## src/rtl/fsm_door_ctrl.sv

```systemverilog
// Roll-door controller: motor/light FSM with key edge detection, reversal dead time,
// movement timeout with fault latch. Optional auto-close via `DOOR_AUTO_CLOSE_EN.
module fsm_door_ctrl #(
  parameter int TIMEOUT_CYC    = 40_000_000,
  parameter int DEADTIME_CYC   = 200_000,
  parameter int AUTO_CLOSE_CYC = 60_000_000
) (
  input  logic       clk,
  input  logic       rst,
  input  logic       key_up,
  input  logic       key_down,
  input  logic       sense_up,
  input  logic       sense_down,
  output logic       ml,
  output logic       mr,
  output logic       light_red,
  output logic       light_green,
  output logic       fault,
  output logic [2:0] db_state
);

  localparam logic [2:0] INIT    = 3'd0;
  localparam logic [2:0] CLOSED  = 3'd1;
  localparam logic [2:0] OPEN    = 3'd2;
  localparam logic [2:0] OPENING = 3'd3;
  localparam logic [2:0] CLOSING = 3'd4;
  localparam logic [2:0] DEAD    = 3'd5;
  localparam logic [2:0] STOP    = 3'd6;
  localparam logic [2:0] FAULT   = 3'd7;

  localparam int MAX_TD  = (TIMEOUT_CYC > DEADTIME_CYC) ? TIMEOUT_CYC : DEADTIME_CYC;
  localparam int MAX_CYC = (MAX_TD > AUTO_CLOSE_CYC) ? MAX_TD : AUTO_CLOSE_CYC;
  localparam int TW      = $clog2(MAX_CYC + 1);

  localparam logic [TW-1:0] TIMEOUT_LAST = TW'(TIMEOUT_CYC - 1);
  localparam logic [TW-1:0] DEAD_LAST    = TW'(DEADTIME_CYC - 1);
  localparam logic [TW-1:0] DEAD_FULL    = TW'(DEADTIME_CYC);
`ifdef DOOR_AUTO_CLOSE_EN
  localparam logic [TW-1:0] AUTO_LAST    = TW'(AUTO_CLOSE_CYC - 1);
`endif

  logic [2:0]    state, state_nxt;
  logic [TW-1:0] timer, timer_nxt;
  logic          target_close, target_close_nxt;
  logic          key_up_q, key_down_q;
  logic          up_rise, down_rise, both_rise, up_only, down_only;

  assign up_rise   = key_up & ~key_up_q;
  assign down_rise = key_down & ~key_down_q;
  assign both_rise = up_rise & down_rise;
  assign up_only   = up_rise & ~down_rise;
  assign down_only = down_rise & ~up_rise;

  always_ff @(posedge clk) begin
    if (rst) begin
      state        <= INIT;
      timer        <= '0;
      target_close <= 1'b0;
      key_up_q     <= 1'b0;
      key_down_q   <= 1'b0;
    end else begin
      state        <= state_nxt;
      timer        <= timer_nxt;
      target_close <= target_close_nxt;
      key_up_q     <= key_up;
      key_down_q   <= key_down;
    end
  end

  // The shared timer restarts on every state change; timer expiry outranks key edges.
  always_comb begin
    state_nxt        = state;
    timer_nxt        = timer;
    target_close_nxt = target_close;
    if (sense_up & sense_down) begin
      state_nxt = FAULT;
      timer_nxt = '0;
    end else begin
      case (state)
        INIT: begin
          timer_nxt = '0;
          if (sense_up)        state_nxt = OPEN;
          else if (sense_down) state_nxt = CLOSED;
          else                 state_nxt = STOP;
        end
        CLOSED: begin
          if (both_rise) begin
            state_nxt = STOP;
            timer_nxt = '0;
          end else if (up_only) begin
            state_nxt = OPENING;
            timer_nxt = '0;
          end
        end
        OPEN: begin
          if (both_rise) begin
            state_nxt = STOP;
            timer_nxt = '0;
          end else if (down_only) begin
            state_nxt = CLOSING;
            timer_nxt = '0;
`ifdef DOOR_AUTO_CLOSE_EN
          end else if (up_only) begin
            timer_nxt = '0;
          end else if (timer == AUTO_LAST) begin
            state_nxt = CLOSING;
            timer_nxt = '0;
          end else begin
            timer_nxt = timer + 1'b1;
`endif
          end
        end
        OPENING: begin
          timer_nxt = timer + 1'b1;
          if (timer == TIMEOUT_LAST) begin
            state_nxt = FAULT;
            timer_nxt = '0;
          end else if (sense_up) begin
            state_nxt = OPEN;
            timer_nxt = '0;
          end else if (both_rise) begin
            state_nxt = STOP;
            timer_nxt = '0;
          end else if (down_only) begin
            state_nxt        = DEAD;
            timer_nxt        = '0;
            target_close_nxt = 1'b1;
          end
        end
        CLOSING: begin
          timer_nxt = timer + 1'b1;
          if (timer == TIMEOUT_LAST) begin
            state_nxt = FAULT;
            timer_nxt = '0;
          end else if (sense_down) begin
            state_nxt = CLOSED;
            timer_nxt = '0;
          end else if (both_rise) begin
            state_nxt = STOP;
            timer_nxt = '0;
          end else if (up_only) begin
            state_nxt        = DEAD;
            timer_nxt        = '0;
            target_close_nxt = 1'b0;
          end
        end
        DEAD: begin
          timer_nxt = timer + 1'b1;
          if (timer == DEAD_LAST) begin
            state_nxt = target_close ? CLOSING : OPENING;
            timer_nxt = '0;
          end else if (both_rise) begin
            state_nxt = STOP;
            timer_nxt = '0;
          end
        end
        STOP: begin
          // Timer saturates at DEAD_FULL, which marks the lockout as over.
          if (timer != DEAD_FULL) begin
            timer_nxt = timer + 1'b1;
          end else if (up_only) begin
            state_nxt = OPENING;
            timer_nxt = '0;
          end else if (down_only) begin
            state_nxt = CLOSING;
            timer_nxt = '0;
          end
        end
        FAULT: begin
          state_nxt = FAULT;
        end
        default: begin
          state_nxt = FAULT;
          timer_nxt = '0;
        end
      endcase
    end
  end

  assign mr          = (state == OPENING);
  assign ml          = (state == CLOSING);
  assign light_green = (state == OPEN);
  assign light_red   = (state != OPEN);
  assign fault       = (state == FAULT);
  assign db_state    = state;

endmodule

```

## config.mk

```make
export PLATFORM = sky130hd
export DESIGN_NAME = fsm_door_ctrl
export DESIGN_NICKNAME = d
export VERILOG_FILES = /design/src/rtl/fsm_door_ctrl.sv
export SDC_FILE = /design/constraint.sdc
export NUM_CORES = 1
export LEC_CHECK = 0
export CORE_UTILIZATION = 50
export DETAILED_ROUTE_END_ITERATION = 12
export DONT_BUFFER_PORTS = 1
export SLEW_MARGIN = 20
export SYNTH_ARGS = -nofsm -noshare
export SYNTH_HDL_FRONTEND = slang
export SYNTH_SLANG_ARGS = --single-unit
```

## constraint.sdc

```tcl
create_clock -name clk -period 2.45 [get_ports clk]
set_input_delay 0.1225 -clock clk [delete_from_list [all_inputs] [get_ports clk]]
set_output_delay 0.1225 -clock clk [all_outputs]
set_load 0.005 [all_outputs]
```

==> results by group <==
Status
  • Outcome: complete, no violations

STA
  • RSZ-0062 raised after global routing: false
  • Final period utilization: 0.913
  • Final setup fails: 0
  • Final hold vios: 0
  • Worst Hold Slack: 0.0629 ns
  • Fin worst setup slack: approximately 0.21 ns
  • Slew @ Worst Pin: 0.466 ns
  • Max Fclk: 447 MHz
  • Crit path time final: 2.24 ns
  • Worst rel slew slack: 0.686
  • Clock skew: 0.00139 ns
  • Max-slew violations: 0
  • Setup TNS: 0 ns

Logic synthesis
  • Number of flops mapped to enable cells by yosys: 0
  • Async S/R FF share, synth: 0
  • Post-Syn Nets: around 300
  • Seq/Total Area, Yosys: 0.286
  • Register bit total from synthesis: 32
  • Cells after synthesis: 293
  • Cell taking the most area after synthesis: dfxtp_1
  • Top cells by area, synth: dfxtp_1, a31oi_1, a21oi_1
  • Synth Warn #: 0
  • Syn Area/Cell: 7.64 um^2
  • Synth Flop Type: dfxtp_1
  • Mapped Area: roughly 2200 um^2
  • Synth cell types: 57
  • Area share of the largest cell type after synthesis: 0.286

Floorplanning
  • Starting Density: 0.540
  • Die W: 68.9 um
  • Die Area: about 4700 um^2
  • Core footprint: 4140 um^2
  • Die Y: 68.9 um
  • Num rows: 23
  • I/O pin cnt: 14

Place
  • Place WS: 0.112 ns
  • Dpl cell area: 2320 um^2
  • Port bufs: 0
  • Placed insts: 342
  • RePlAce Congestion: 0.862
  • DP Wirelength: between 3 and 4 mm

GRT
  • Total grt overflow: 0
  • GRT Total Usage: 0.254
  • Vias in the first global route: 1,835
  • First-pass GRT wire length: 8.76 mm
  • Largest net degree at the start of global routing: 45
  • Antenna violations before repair: 0

Clock network
  • CTS Buf Count: 5
  • Setup repair bufs after CTS: 0
  • Htree depth: 2
  • CTS sink cnt: 32
  • Clock Tree Root: clkbuf_8
  • Clk slew on worst S/H paths: around 0.060 ns
  • CTS tree: yes
  • Clk buf depth: 2
  • Clk Latency, worst-skew pair: between 0.2 and 0.3 ns

Drt
  • Via-to-Cell Ratio: 6.19
  • Detailed Route WL: 5.69 mm
  • Drt drc: 0
  • WL/cell: between 15 and 20 um
  • Via count: ~2,200
  • Initial DRC Count: around 110
  • Antenna Nets Post-Route: 0
  • Drt pass-1 iters: 4

Power
  • Pwr/cell area: 704 nW/um^2
  • Worst IR drop on VDD: 0.429 mV
  • Overall Power: 1.73 mW
  • Static leakage: 0.888 nW

Finish
  • Non-filler cells, final: between 300 and 400
  • Finished Cell Area: roughly 2500 um^2
  • Nets: between 300 and 400
  • Layout fillers: 415
  • Layout cells sized above 1: 0.132
  • Core occupancy in the finished layout: 0.592
  • Most common cell after layout, fill and taps aside: dfxtp_1
  • Area delta synth->final: 9.68%
  • Most frequent cells in the layout: dfxtp_1, nand2_1, a31oi_1
  • Number of diodes: 0

Setup path
  • CP Data Arrival Time: between 2 and 2.5 ns
  • Setup Crit Path Kind: reg2reg
  • Req. time, crit path: 2.61 ns
  • Max Fanout on Critical Path: 22
  • Startpoint types: flip-flop
  • CP Capture Type: flip-flop

Hold path
  • HP Class: in2reg

Job
  • Max-cap check violation count: 0
-- state kept, by name, summed over array words and instances, names as in the netlist --
register,count
timer,26
db_state,3
key_down_q,1
key_up_q,1
target_close,1
-- timing repair --
action	CTS	global route
endpoints found under the hold margin	6	0
gates resized for setup	0	1
hold buffers	3	0
endpoints found under the setup margin	0	17
-- worst paths after layout --
check                           cells after the start        end       from  slack [ns]
worst max-delay path                                7   timer[3]   timer[1]        0.21
worst min-delay path                                2   timer[1]        rst        0.06
worst max register to register                      7   timer[3]   timer[1]        0.21
worst min register to register                      2  timer[24]  timer[24]        0.50
-- power by group --
group	total, mW	switching [mW]	internal [mW]
Combinational	0.718	0.430	0.288
Sequential	0.587	0.0342	0.553
Clock	0.421	0.192	0.229
Total	1.73	0.657	1.07
-- worst max-delay path, stage by stage, from the launching register on --
cell and delay, ns:
dfxtp_1 0.40, ha_2 0.27, and4_1 0.25, nand4_1 0.15, o21a_1 0.29, o31a_4 0.46
a41oi_1 0.24, a31oi_1 0.05
-- kinds of logic (layout without fill, tap and decap cells) --
group,after synthesis,count (layout),synth area share
AO/OA/AOI/OAI,88,89,0.259
XOR/XNOR,1,1,0.00392
adder cells (fa/ha/maj),2,2,0.0112
buffers and inverters,34,44,0.0761
flip-flops,32,32,0.286
multiplexers,2,2,0.00895
AND/OR/NAND/NOR,134,134,0.355
-- layer usage --
| layer | vias to the layer above | global-route usage | part of all wire |
|---|---|---|---|
| met1 | 999 | 0.313 | 0.47 |
| li1 | 1113 | - | - |
| met4 | 0 | 0.117 | 0.025 |
| met2 | 66 | 0.421 | 0.46 |
| met3 | 12 | 0.0526 | 0.047 |
| met5 | - | 0 | 0 |
-- synthesized netlist by cell type (3+ instances only) --
| master | count |
|---|---|
| nand2_1 | 29 |
| a21oi_1 | 22 |
| nor2b_1 | 6 |
| and3_1 | 9 |
| nand3_1 | 13 |
| buf_2 | 4 |
| clkbuf_1 | 9 |
| buf_4 | 3 |
| o22ai_1 | 3 |
| and2_1 | 5 |
| nor3_1 | 7 |
| dfxtp_1 | 32 |
| or3_1 | 3 |
| and4_1 | 3 |
| a211oi_1 | 3 |
| inv_1 | 15 |
| a31oi_1 | 23 |
| nand4_1 | 8 |
| nand3b_1 | 4 |
| nand4b_1 | 3 |
| o21ai_0 | 13 |
| o221ai_1 | 3 |
| nand2b_1 | 11 |
| a41oi_1 | 3 |
| nor2_1 | 16 |
-- layout make-up --
class / instances / area (um^2) / share of cell area
tap: 50 / 62.6 / 0.0255
multi-input combinational: 228 / 1440 / 0.586
timing repair buffer: 21 / 165 / 0.0673
clock buffer: 8 / 90.1 / 0.0367
sequential: 32 / 641 / 0.261
inverter: 15 / 56.3 / 0.0229
(Power assumes the default switching activity.)
